File: src/rtl/instr_decode_issue.sv
// rtl/instr_decode_issue.sv - instruction decoder with registered output stage and 1-entry skid buffer
// Optional statistics counters are built only when DECODE_STATS_EN is defined.
module instr_decode_issue #(
   parameter int BIT_WIDTH = 32,
   parameter int CNT_WIDTH = 16
) (
   input  logic                 clk,
   input  logic                 reset,
   input  logic                 flush,
   input  logic                 in_valid,
   output logic                 in_ready,
   input  logic [31:0]          in_iword,
   input  logic [BIT_WIDTH-1:0] in_pc,
   output logic                 out_valid,
   input  logic                 out_ready,
   output logic [4:0]           out_func,
   output logic [3:0]           out_rd,
   output logic [3:0]           out_rs1,
   output logic [3:0]           out_rs2,
   output logic [BIT_WIDTH-1:0] out_imm,
   output logic                 out_use_imm,
   output logic                 out_reg_we,
   output logic                 out_mem_re,
   output logic                 out_mem_we,
   output logic                 out_is_branch,
   output logic                 out_is_jal,
   output logic                 out_illegal,
   output logic [BIT_WIDTH-1:0] out_pc
`ifdef DECODE_STATS_EN
   ,
   output logic [CNT_WIDTH-1:0] stat_issued,
   output logic [CNT_WIDTH-1:0] stat_illegal
`endif
);

   typedef struct packed {
      logic [4:0]           func;
      logic [3:0]           rd;
      logic [3:0]           rs1;
      logic [3:0]           rs2;
      logic [BIT_WIDTH-1:0] imm;
      logic                 useImm;
      logic                 regWe;
      logic                 memRe;
      logic                 memWe;
      logic                 isBranch;
      logic                 isJal;
      logic                 illegal;
      logic [BIT_WIDTH-1:0] pc;
   } bundleT;

   function automatic bundleT decodeWord(input logic [31:0] iword, input logic [BIT_WIDTH-1:0] pc);
      bundleT     b;
      logic [3:0] op;
      logic [3:0] fn;
      logic       legal;
      op    = iword[3:0];
      fn    = iword[7:4];
      b     = '0;
      b.rd  = iword[31:28];
      b.rs1 = iword[27:24];
      b.rs2 = iword[23:20];
      b.pc  = pc;
      b.imm = {{(BIT_WIDTH-16){iword[23]}}, iword[23:8]};
      legal = 1'b1;
      case (op)
         4'b1100, 4'b0100: begin
            case (fn)
               4'b0000, 4'b0001, 4'b0100, 4'b0101,
               4'b0110, 4'b1100, 4'b1101, 4'b1110: legal = 1'b1;
               4'b1011: legal = (op == 4'b0100);
               default: legal = 1'b0;
            endcase
            b.func   = {1'b0, fn};
            b.regWe  = 1'b1;
            b.useImm = ~op[3];
            if (op == 4'b0100 && fn == 4'b1011)
               b.imm = BIT_WIDTH'({iword[23:8], 16'h0000});
         end
         4'b1101, 4'b0101: begin
            legal    = ~fn[2];
            b.func   = {1'b1, fn};
            b.regWe  = 1'b1;
            b.useImm = ~op[3];
         end
         4'b0110: begin
            // Branch set is the compare set plus everything except x100
            legal      = (fn[2:0] != 3'b100);
            b.func     = {1'b1, fn};
            b.isBranch = 1'b1;
         end
         4'b0111: begin
            b.useImm = 1'b1;
            b.memRe  = 1'b1;
            b.regWe  = 1'b1;
         end
         4'b0011: begin
            b.useImm = 1'b1;
            b.memWe  = 1'b1;
         end
         4'b1011: begin
            b.useImm = 1'b1;
            b.regWe  = 1'b1;
            b.isJal  = 1'b1;
         end
         default: legal = 1'b0;
      endcase
      if (!legal) begin
         b.func     = 5'b00000;
         b.useImm   = 1'b0;
         b.regWe    = 1'b0;
         b.memRe    = 1'b0;
         b.memWe    = 1'b0;
         b.isBranch = 1'b0;
         b.isJal    = 1'b0;
         b.illegal  = 1'b1;
      end
      return b;
   endfunction

   bundleT outReg;
   bundleT skidReg;
   bundleT decoded;
   logic   outValidReg;
   logic   skidValid;
   logic   accept;
   logic   consume;

   assign decoded = decodeWord(in_iword, in_pc);
   // in_ready depends only on the skid flop, so no combinational path from out_ready
   assign in_ready = ~skidValid;
   assign accept   = in_valid & in_ready;
   assign consume  = outValidReg & out_ready;

   always_ff @(posedge clk) begin
      if (reset || flush) begin
         outValidReg <= 1'b0;
         skidValid   <= 1'b0;
         outReg      <= '0;
         skidReg     <= '0;
      end else if (skidValid) begin
         if (consume) begin
            outReg    <= skidReg;
            skidValid <= 1'b0;
         end
      end else if (accept) begin
         if (!outValidReg || out_ready) begin
            outReg      <= decoded;
            outValidReg <= 1'b1;
         end else begin
            skidReg   <= decoded;
            skidValid <= 1'b1;
         end
      end else if (consume) begin
         outValidReg <= 1'b0;
      end
   end

   assign out_valid     = outValidReg;
   assign out_func      = outReg.func;
   assign out_rd        = outReg.rd;
   assign out_rs1       = outReg.rs1;
   assign out_rs2       = outReg.rs2;
   assign out_imm       = outReg.imm;
   assign out_use_imm   = outReg.useImm;
   assign out_reg_we    = outReg.regWe;
   assign out_mem_re    = outReg.memRe;
   assign out_mem_we    = outReg.memWe;
   assign out_is_branch = outReg.isBranch;
   assign out_is_jal    = outReg.isJal;
   assign out_illegal   = outReg.illegal;
   assign out_pc        = outReg.pc;

`ifdef DECODE_STATS_EN
   logic [CNT_WIDTH-1:0] statIssuedReg;
   logic [CNT_WIDTH-1:0] statIllegalReg;

   // Counters survive flush; only reset clears them
   always_ff @(posedge clk) begin
      if (reset) begin
         statIssuedReg  <= '0;
         statIllegalReg <= '0;
      end else if (consume) begin
         if (statIssuedReg != '1)
            statIssuedReg <= statIssuedReg + 1'b1;
         if (outReg.illegal && statIllegalReg != '1)
            statIllegalReg <= statIllegalReg + 1'b1;
      end
   end

   assign stat_issued  = statIssuedReg;
   assign stat_illegal = statIllegalReg;
`endif

endmodule

File: config.mk
export PLATFORM = sky130hd
export DESIGN_NAME = instr_decode_issue
export DESIGN_NICKNAME = d
export VERILOG_FILES = /design/src/rtl/instr_decode_issue.sv
export SDC_FILE = /design/constraint.sdc
export NUM_CORES = 1
export LEC_CHECK = 0
export BUFFER_PORTS_ARGS = -buffer_cell sky130_fd_sc_hd__buf_2
export CORE_MARGIN = 8
export CORE_UTILIZATION = 30
export DETAILED_ROUTE_END_ITERATION = 6
export MAX_ROUTING_LAYER = met4
export PLACE_DENSITY = 0.46
export SLEW_MARGIN = 10
export SYNTH_ARGS = -nofsm -noshare
export SYNTH_HDL_FRONTEND = slang
export SYNTH_SLANG_ARGS = --single-unit
export TNS_END_PERCENT = 30
File: constraint.sdc
create_clock -name clk -period 2.1 [get_ports clk]
set_input_delay 0.21 -clock clk [delete_from_list [all_inputs] [get_ports clk]]
set_output_delay 0.21 -clock clk [all_outputs]
set_load 0.01 [all_outputs]
* Yosys cells after proc, flatten, opt, wreduce, memory -nomap -nowiden
Cells that the tools add are included.
** Storage, ports and cells
- Bits in latches :: 0
- Register bits after elaboration :: 178
- Memories :: 0
- RAM bits :: 0
- Bits in read-only memories :: 0
** Operators by class
- Eq/ne operators :: 19
- Shifts and indexed selects :: 0
- Add/sub/neg operators :: 0
- Bitwise logic cells :: 6
- Div/mod/pow operators :: 0
- Mux-type cells :: 24
- Reduce and logical (&&, ||, !) cells :: 18
- Magnitude comparators :: 0
- Multiply operators :: 0
** Operator list (count)
- 88-bit 2-to-1 mux :: 4
- 31-bit 2-to-1 mux :: 2
- 4-bit by 3-bit equality test with 1-bit output, second input constant :: 7
- 4-bit equality test, second input constant :: 7
- 1-bit 2-to-1 mux :: 12
- 5-bit one-hot mux with 2 select lines :: 1
- 3-bit AND reduction :: 3
- 8-bit OR reduction :: 1
- 7-bit 2-to-1 mux :: 1
- 2-bit nonzero test :: 3
- 3-bit OR reduction :: 2
- 6-bit OR reduction :: 1
- 5-bit 2-to-1 mux :: 1
- 4-bit by 1-bit equality test with 1-bit output, second input constant :: 1
- 4-bit by 2-bit equality test with 1-bit output, second input constant :: 1
- 4-bit logical NOT :: 1
- 2-bit by 1-bit inequality test with 1-bit output, second input constant :: 2
- 1-bit NOT :: 4
- 1-bit one-hot mux with 2 select lines :: 2
- 1-bit one-hot mux with 4 select lines :: 1
- 2-bit OR reduction :: 2
- 4-bit OR reduction :: 1
- 3-bit inequality test, second input constant :: 1
- 1-bit bitwise AND :: 2
- other kinds (3) :: 4

* Logic depth before layout (Yosys ltp)
Gate-level depths: netlist of run 1.
- Depth after elaboration :: 8
- Gate-level depth with buffers :: 8
- Gate-level depth less buffers :: 5

* Worst setup path before layout of run 1
No wires, ideal clock.
- Path type :: register to register
- From :: register outValidReg (netlist: out_valid)
- To :: register skidReg[61] (netlist bit)
- Data arrival time :: 1691 ps
- Clock period less this slack :: 1829 ps
- Setup time :: 137 ps
- Cell stages (with the launch flop) :: 7
- Data required time :: 1963 ps
- Path slack :: 271 ps
- Cells stage by stage :: dfxtp_1 nor2b_1 and3_1 clkbuf_1 clkbuf_1 buf_1 a211oi_1
** Between the ends
- Cells in the longest elaborated chain, start to end :: 4
** Ends and longest elaborated chain
- start, declared :: line 124 : logic outValidReg;
- start signal, assigned :: line 137 : outValidReg <= 1'b0;
- start signal, assigned :: line 149 : outValidReg <= 1'b1;
- start signal, assigned :: line 155 : outValidReg <= 1'b0;
- 1-bit logical NOT :: line 147 : if (!outValidReg || out_ready) begin
- 1-bit logical OR :: line 147
- 1-bit NOT (no line)
- 3-bit AND reduction (no line)
- end signal, assigned :: line 151 : skidReg <= decoded;
- end, declared :: line 122 : bundleT skidReg;
No other way between the ends.
A chain may end at the register's enable or synchronous reset.

* Worst setup path after layout of run 1
- From :: register skidValid
- To :: register outReg (netlist bit out_imm[4])
** Between the ends
- Cells in the longest elaborated chain, start to end :: 4
- Elaborated cells between the ends (all ways) :: 7
** Ends and longest elaborated chain
- start, declared :: line 125 : logic skidValid;
- start signal, assigned :: line 138 : skidValid <= 1'b0;
- start signal, assigned :: line 144 : skidValid <= 1'b0;
- start signal, assigned :: line 152 : skidValid <= 1'b1;
- 1-bit NOT (no line)
- 1-bit bitwise AND :: line 132 : assign accept = in_valid & in_ready;
- 2-bit nonzero test (no line)
- 3-bit AND reduction (no line)
- end signal, assigned :: line 143 : outReg <= skidReg;
- end signal, assigned :: line 148 : outReg <= decoded;
- end, declared :: line 121 : bundleT outReg;
Parallel ways exist; a longest one is shown, timed or not.

==> metrics.md, run 1 <==
| Metric | Value |
|---|---|
| # clock sinks | 176 |
| Max-cap violations | 0 |
| Largest area contributor in the netlist | dfxtp_1 |
| Hold_sp | in_pc[6] |
| Post-CTS setup buffers | 0 |
| First-pass GRT wire length | 35.0 mm |
| CTS root buf | clkbuf_16 |
| Share of layout cells above drive strength 1 | 23.6% |
| Gate Count Post-Synth | 838 |
| Grt ovf | 0 |
| Slew margin rel. | 24.1% |
| Worst hold stages | 3 |
| Total routed wirelength | 22.0 mm |
| Die area | 29,300 sq um |
| Synth Warn # | 0 |
| Post-synthesis net count | 907 |
| DR WL/cell | 16.9 microns |
| Final core area utilization | 37.9% |
| Residual DRC | 0 |
| Vias in the first global route | 6,315 |
| Final Hold Viols | 0 |
| Reg2reg setup slack | 0.42 ns |
| # rows | 57 |
| RSZ-0062 raised after global routing | no |
| Hpwl dp | 14.2 mm |
| Fillers | 2,533 |
| Gates resized, CTS repair | 0 |
| Core area | 24,000 sq um |
| Die X | 171 microns |
| Top-Level Pins | 159 |
| Post-DRT Antenna Nets | 0 |
| Layout area overhead | 25.9% |
| P per Cell Area | 821 nW/um^2 |
| Die H | 171 microns |
| Fin Setup TNS | 0 ns |
| Buffers on Ports | 158 |
| Lkg Pwr | 3.40 nW |
| Worst flop-to-flop path startpoint | skidValid |
| Worst Setup Start Kind | flop |
| Hold-fix buffers, CTS | 12 |
| Fmax | 594 MHz |
| Seq cells post-synth | 176 |
| Worst Hold End | skidReg[6] |
| Critical path class | reg2reg |
| Worst-margin pin slew | 1.13 ns |
| Pre-Repair DR Iteration Count | 4 |
| R2r endpoint | out_imm[4] |
| Seq/Total Area, Yosys | 48.7% |
| CTS tree | built |
| DR iter-0 viols | 387 |
| Endpoints failing setup | 0 |
| Worst hold path type | in2reg |
| Minimum clock period | 1.68 ns |
| Largest net degree at the start of global routing | 97 |
| Worst Path Arrival | 2.05 ns |
| Crit Path Max Fanout | 15 |
| Vias per cell | 4.96 |
| Clock Pin Slew Worst Setup and Hold Paths | 0.08 ns |
| Antenna diodes | 0 |
| Clk_lat worst skew | 0.44 ns |
| Overall routing resource usage | 15.4% |
| Fin. max-slew vios | 0 |
| Run status | completed |
| Initial Util | 30.1% |
| Final RePlAce weighted congestion | 0.737 |
| Period utilisation layout | 80.1% |
| Netlist Area Pre-Place | 7240 sq um |
| Buffer levels on the longest clock path | 2 |
| Area contributors post-synth | dfxtp_1, a211oi_1, a21oi_1 |
| Worst Reg-to-Reg Cells | 3 |
| CTS HTree Levels | 4 |
| Initial antenna violation count | 0 |
| CTS Buf Count | 17 |
| Crit path from | skidValid |
| Endpoint class of the critical path | flop |
| Mean area per synthesized cell | 8.63 sq um |
| Unique masters post-synth | 43 |
| Clock Skew | 0.0170 ns |
| Yosys top cell area share | 48.7% |
| Worst vdd ir | 0.000393 V |
| Vias after detailed routing | 6,464 |
| Layout Nets | 1,036 |
| Worst Path Required | 2.47 ns |
[worst max-delay path, cell delays in order (launching register included)]
cell,delay (ns)
dfxtp_4,0.41
nor2_1,0.88
a221oi_1,0.18
nor2_1,0.16
[flip-flops by register name (all words and copies together), names as in the netlist]
signal         cells
out_func           5
out_illegal        1
out_imm           31
out_is_branch      1
out_is_jal         1
out_mem_re         1
out_mem_we         1
out_pc            32
out_rd             4
out_reg_we         1
out_rs1            4
out_rs2            4
out_use_imm        1
out_valid          1
skidReg           87
skidValid          1
[through the flow]
| stage | instance area [sq um] | hold slack [ns] | setup WS (ns) | power [mW] | std cells |
|---|---|---|---|---|---|
| final | 9110 | 0.0254 | 0.418 | 7.47 | 1304 |
| after CTS | 9110 | 0.000538 | 0.381 | 7.61 | 1304 |
| after detailed placement | 8380 | 0.443 | 0.0800 | 4.23 | 1260 |
| after global routing | 9110 | 0.00913 | 0.276 | 7.81 | 1304 |
| after floorplan | 7240 | 0.336 | 0.271 | 3.93 | 838 |
| after global placement | 8380 | 0.442 | 0.0727 | 4.23 | 1260 |
[layout by cell type (no fill, tap or decap), types with 4 or more instances in the layout]
| master | instances |
|---|---|
| nand2_1 | 121 |
| buf_2 | 158 |
| o21ai_0 | 26 |
| a221oi_1 | 34 |
| buf_4 | 12 |
| inv_8 | 4 |
| nor2_1 | 94 |
| a21oi_2 | 8 |
| mux2i_1 | 46 |
| inv_1 | 6 |
| o21a_1 | 5 |
| a211oi_1 | 76 |
| o32ai_1 | 4 |
| buf_12 | 8 |
| a21oi_1 | 99 |
| dlygate4sd3_1 | 12 |
| inv_6 | 5 |
| nand3_1 | 17 |
| a22o_1 | 4 |
| dfxtp_1 | 175 |
| clkbuf_16 | 17 |
| nor3_1 | 4 |
[layer usage]
metal / up-vias / routed length [microns] / global-route usage [%]
li1: 3266 / - / -
met5: - / 0 / -
met1: 3044 / 10400 / 19.5
met3: 13 / 998 / 3.26
met4: 0 / 175 / 4.20
met2: 141 / 10400 / 24.6
[cell families (layout without fill, tap and decap cells)]
family	count (synthesis)	count (layout)	share of synthesized area (%)
flops	176	176	48.7
buf+inv	87	229	5.05
mux	46	46	6.36
simple gates	259	259	15.4
compound gates	270	270	24.5
[power by group]
part | leakage [nW] | switching, mW | internal [mW] | total, mW
Clock | 0.296 | 1.59 | 1.73 | 3.32
Combinational | 1.68 | 0.426 | 0.270 | 0.696
Sequential | 1.43 | 0.0460 | 3.41 | 3.46
[cells in the mapped netlist, drive strengths merged]
cell type	n
a211oi	76
a21o	2
a21oi	108
a221oi	34
a22o	4
a311oi	1
a31oi	3
and2	1
and3	2
and4b	1
and4bb	1
buf	19
clkbuf	61
dfxtp	176
inv	7
mux2i	46
nand2	121
nand2b	3
nand3	18
nand3b	2
nand4	1
nand4b	1
nor2	94
nor2b	3
nor3	4
nor4	3
nor4bb	1
o211ai	3
o21a	5
o21ai	26
o21bai	1
o221a	1
o22a	1
o22ai	1
o32ai	4
or2	2
or4	1
[worst max path at each step]
stage / endpoint / slack (ns) / cells past startpoint
3_5_place_dp: out_imm[4] / 0.08 / 6
2_1_floorplan: skidReg[61] / 0.27 / 6
5_1_grt: out_imm[13] / 0.28 / 3
4_1_cts: out_imm[4] / 0.38 / 3
3_3_place_gp: out_imm[14] / 0.07 / 6
6_report: out_imm[4] / 0.42 / 3
[final cells by class]
type / instances / area [sq um] / area share [%]
flip-flops and latches: 176 / 3530 / 38.7
multi-input cells: 575 / 3380 / 37.1
clock inverters: 15 / 184 / 2.02
inverters: 7 / 26.3 / 0.289
clock buffers: 17 / 425 / 4.67
repair buffers: 190 / 1160 / 12.7
well taps: 324 / 405 / 4.45
(Power assumes the default switching activity.)
==> inputs of run 2 (changes only) <==
PLACE_DENSITY = 0.48   (was 0.46)
clock period = 1.4 ns   (was 2.1 ns; I/O delays follow)
==> run 2 against run 1 <==
Net effect:
- the flow now finishes with violations (negative setup slack)
- sequential cell count did not move
- clock-buffer cell count did not move
- die area did not move
- sequential power rose by 50%
- core utilization rose by 8.8 points
- via count rose by 9.1%
- total power rose by 55%
- clock power rose by 45%
- clock skew fell by 0.0057 ns
- critical endpoint is now out_imm[25]
- largest power group unchanged
- highest routed layer unchanged
==> metrics.md, run 2 (same netlist as run 1, synthesis figures left out) <==
| Metric | Value |
|---|---|
| Run status | finished with violations |
| Failing checks | negative setup slack |
| Reg2reg setup slack | -0.07 ns |
| Post-DRT Antenna Nets | 0 |
| Endpoint class of the critical path | flop |
| # rows | 57 |
| Hold_sp | in_iword[20] |
| Die H | 171 microns |
| Reg with most FFs | skidReg |
| Core area | 24,000 sq um |
| Largest net degree at the start of global routing | 48 |
| Lkg Pwr | 4.26 nW |
| Commonest non-fill, non-tap cells in the layout | dfxtp_1, buf_2, nand2_1, nor2_1, a21oi_1 |
| Initial Util | 30.1% |
| Hpwl dp | 14.7 mm |
| Buffer levels on the longest clock path | 2 |
| Worst Reg-to-Reg Cells | 5 |
| CTS root buf | clkbuf_16 |
| Period utilisation layout | 105% |
| Clock Skew | 0.0113 ns |
| DR iter-0 viols | 326 |
| Initial antenna violation count | 2 |
| Minimum clock period | 1.47 ns |
| # clock sinks | 176 |
| Most common cell after layout, fill and taps aside | dfxtp_1 |
| Fin. max-slew vios | 0 |
| Worst Path Arrival | 1.79 ns |
| Worst Setup Start Kind | flop |
| Vias after detailed routing | 7,051 |
| Buffers on Ports | 158 |
| Worst Path Required | 1.72 ns |
| R2r endpoint | out_imm[25] |
| RSZ-0062 raised after global routing | yes |
| Worst vdd ir | 0.000630 V |
| Dpl cells | 1,310 |
| Max reg flops | 87 |
| Worst hold path type | in2reg |
| Top-Level Pins | 159 |
| Total routed wirelength | 24.6 mm |
| Layout Nets | 1,159 |
| CTS tree | built |
| Vias in the first global route | 6,892 |
| Dpl cell area | 8850 sq um |
| Die X | 171 microns |
| DR WL/cell | 17.2 microns |
| Fin Setup TNS | -1.28 ns |
| Non-filler cells, final | 1,429 |
| Max-cap violations | 0 |
| Critical path class | reg2reg |
| Worst hold stages | 3 |
| Pre-CTS setup slack | -0.264 ns |
| Final Power | 11.6 mW |
| CTS HTree Levels | 4 |
| Final Hold Viols | 0 |
| CTS Buf Count | 17 |
| Worst Hold End | skidReg[71] |
| P per Cell Area | 1030 nW/um^2 |
| Endpoints failing setup | 34 |
| Clock Pin Slew Worst Setup and Hold Paths | 0.08 ns |
| Crit Path Max Fanout | 8 |
| Clk_lat worst skew | 0.43 ns |
| Design area | 11,200 sq um |
| Final RePlAce weighted congestion | 0.774 |
| Slew margin rel. | 74.7% |
| Grt ovf | 0 |
| Residual DRC | 0 |
| Vias per cell | 4.93 |
| Share of layout cells above drive strength 1 | 37.9% |
| Fmax | 681 MHz |
| Layout area overhead | 55.2% |
| Setup slack after layout | -0.0692 ns |
| Worst-margin pin slew | 0.380 ns |
| Worst flop-to-flop path startpoint | skidValid |
| Die area | 29,300 sq um |
| Pre-Repair DR Iteration Count | 4 |
| Overall routing resource usage | 16.1% |
| First-pass GRT wire length | 37.0 mm |
==> run 2: through the flow <==
step	hold WS [ns]	util, %
after floorplan	0.266	-
final	0.0399	46.7
after global placement	0.394	36.8
after CTS	0.0171	43.6
after detailed placement	0.399	36.8
after global routing	0.0289	46.7
==> run 2: layout make-up <==
class                           count  area (sq um)
Fill cell                        2349         12800
Antenna cell                        2          5.00
Sequential cell                   176          3530
Inverter                            7          31.3
Clock inverter                     15           163
Tap cell                          324           405
Multi-Input combinational cell    577          4040
Clock buffer                       17           425
Timing Repair Buffer              311          2640
==> run 2: timing repair <==
item / CTS / global route
hold buffers: 54 / 0
pin swaps: 30 / 67
cloned: 7 / 9
setup endpoints to repair: 124 / 173
hold endpoints to repair: 55 / 0
gates resized for setup: 55 / 93
buffers inserted: 9 / 6
==> run 2: how the worst max path moves through the flow <==
stage | cells past startpoint | startpoint | end | slack, ns
after floorplan | 8 | in_iword[1] | out_imm[23] | -0.21
after global placement | 7 | in_iword[5] | out_reg_we | -0.30
after detailed placement | 7 | in_iword[4] | out_imm[18] | -0.26
after CTS | 5 | skidValid | out_mem_we | -0.05
after global routing | 5 | skidValid | out_imm[4] | -0.13
final | 5 | skidValid | out_imm[25] | -0.07
==> run 2: metal layers <==
layer	vias to the layer above	track usage (%)	wire length [microns]
li1	3533	-	-
met2	139	25.8	11500
met1	3355	20.4	11700
met5	-	-	0
met4	0	4.50	323
met3	24	3.37	1010
==> run 2: report_power, final <==
group | internal (mW) | switching [mW] | leakage (nW)
logic | 0.760 | 0.822 | 2.54
registers | 5.12 | 0.0746 | 1.43
clock network | 2.41 | 2.40 | 0.291
total | 8.29 | 3.29 | 4.26
==> run 2: worst max-delay path: stages (launching register included) <==
cell and delay, ns:
dfxtp_4 0.37, nand2b_4 0.16, a21o_4 0.30, clkbuf_16 0.20
a221oi_4 0.26, a211oi_2 0.05
==> inputs of run 3 (changes only) <==
CORE_UTILIZATION = 49   (was 30)
PLACE_DENSITY = 0.73   (was 0.48)
==> run 3 against run 2 <==
Net effect:
- the run still ends with negative setup slack left
- maximum frequency is 3.0% higher
- sequential power hardly changed
- clock-buffer cell count is 7 higher
- critical path depth stayed put
- via count is 0.50% higher
- worst hold slack worse by 0.027 ns
- worst setup slack better by 0.043 ns
- sequential cell count stayed put
- cell area is 7.5% lower
- die area is 36% lower
- critical path type unchanged
==> metrics.md, run 3 (same netlist as run 1, synthesis figures left out) <==
| Metric | Value |
|---|---|
| Die area | 18,900 sq um |
| # clock sinks | 176 |
| Buffers on Ports | 158 |
| Most common cell after layout, fill and taps aside | dfxtp_1 |
| Post-DRT Antenna Nets | 0 |
| Clock Skew | 0.00945 ns |
| Final RePlAce weighted congestion | 0.812 |
| Non-filler cells, final | 1,266 |
| Layout Nets | 1,137 |
| P per Cell Area | 1110 nW/um^2 |
| RSZ-0062 raised after global routing | yes |
| Setup slack after layout | -0.0265 ns |
| CTS root buf | clkbuf_16 |
| Die H | 138 microns |
| Failing checks | negative setup slack |
| Total routed wirelength | 21.8 mm |
| Worst vdd ir | 0.000871 V |
| Vias after detailed routing | 7,086 |
| Share of layout cells above drive strength 1 | 32.3% |
| CTS tree | built |
| Residual DRC | 0 |
| DR WL/cell | 17.2 microns |
| Reg area | 3530 sq um |
| Clk_lat worst skew | 0.42 ns |
| Pre-Repair DR Iteration Count | 5 |
| Final Power | 11.5 mW |
| Dpl cells | 1,173 |
| Final Hold Viols | 0 |
| Initial Util | 50.0% |
| CTS Buf Count | 17 |
| Multi-input logic area | 3700 sq um |
| Fillers | 1,062 |
| Commonest non-fill, non-tap cells in the layout | dfxtp_1, buf_2, nand2_1, nor2_1, a21oi_1 |
| Layout area overhead | 43.5% |
| Worst Path Required | 1.70 ns |
| Overall routing resource usage | 22.7% |
| Vias per cell | 5.60 |
| Reg with most FFs | skidReg |
| Reg2reg setup slack | -0.03 ns |
| DR iter-0 viols | 361 |
| Vias in the first global route | 6,791 |
| Hold_ws | 0.0131 ns |
| Endpoints failing setup | 25 |
| Run status | finished with violations |
| Fin. max-slew vios | 0 |
| # rows | 44 |
| Minimum clock period | 1.43 ns |
| Pint | 8.74 mW |
| Grt ovf | 0 |
| CTS HTree Levels | 4 |
| Worst hold path type | in2reg |
| Switching part of the total | 23.9% |
| Max reg flops | 87 |
| First-pass GRT wire length | 33.7 mm |
| Fin Setup TNS | -0.312 ns |
| Worst Setup Start Kind | flop |
| Core area | 14,500 sq um |
| Slew margin rel. | 68.3% |
| Die X | 138 microns |
| Period utilisation layout | 102% |
| Pre-CTS setup slack | -0.276 ns |
| Crit Path Max Fanout | 19 |
| Largest net degree at the start of global routing | 45 |
| Combinational Power Share | 12.2% |
| Max-cap violations | 0 |
| Design area | 10,400 sq um |
| Lkg Pwr | 4.05 nW |
| Clk pwr share | 42.5% |
| Buffer levels on the longest clock path | 2 |
| Flop pwr share | 45.3% |
| Worst Path Arrival | 1.73 ns |
| Endpoint class of the critical path | flop |
| Initial antenna violation count | 1 |
| Sw Pwr | 2.74 mW |
| Final core area utilization | 71.7% |
| Clock Pin Slew Worst Setup and Hold Paths | 0.06 ns |
| Top-Level Pins | 159 |
| Worst-margin pin slew | 0.475 ns |
| Dpl cell area | 8740 sq um |
| Fmax | 701 MHz |
| Hpwl dp | 13.7 mm |
| Critical path class | reg2reg |
==> run 3: changes by cell type in the layout (fill, tap and decap cells not counted), sizes merged <==
cell and delta:
clkbuf +2, clkinvlp +1, inv -7, dlygate4sd3 -7, diode -1, clkinv -4
bufinv +3, nand3 -1, buf -9
==> run 3: power groups by stage <==
stage | Clock, mW | Combinational, mW | Sequential [mW]
CTS | 4.97 | 1.28 | 5.20
detailed placement | 0 | 1.13 | 5.31
finish | 4.88 | 1.40 | 5.20
global placement | 0 | 1.12 | 5.30
global route | 5.17 | 1.51 | 5.22
floorplan | 0 | 0.560 | 5.35
==> run 3: path summary, 6_finish.rpt <==
| kind | startpoint | endpoint | cells after the start |
|---|---|---|---|
| max reg2reg | skidValid | out_imm[30] | 5 |
| max | skidValid | out_imm[30] | 5 |
| min | in_iword[18] | skidReg[49] | 3 |
| min reg2reg | skidReg[0] | skidReg[0] | 2 |
==> run 3: worst max-delay path, cell delays in order (launching register included) <==
cell,delay [ns]
dfxtp_4,0.36
nand2b_4,0.16
a21o_4,0.25
buf_12,0.17
a221oi_2,0.28
a211oi_2,0.08
==> run 3: routing by layer <==
metal  vias up  track usage, %  wire, microns
li1       3477               -              -
met1      3349            27.3           9120
met2       220            36.6          10800
met3        40            5.47           1450
met4         0            8.03            454
met5         -               -              0
==> run 3: layout make-up <==
class	count	share of cell area [%]
Clock inverter	8	1.22
Sequential cell	176	34.0
Tap cell	184	2.22
Timing Repair Buffer	290	21.9
Clock buffer	24	4.64
Multi-Input combinational cell	576	35.6
Antenna cell	1	0.0241
Inverter	7	0.325
==> run 3: what timing repair did <==
item | CTS | global route
endpoints found under the setup margin | 41 | 165
gates cloned | 3 | 4
endpoints found under the hold margin | 47 | 0
buffers inserted | 4 | 3
pin swaps | 4 | 63
resized for setup | 16 | 69
hold buffers | 47 | 0
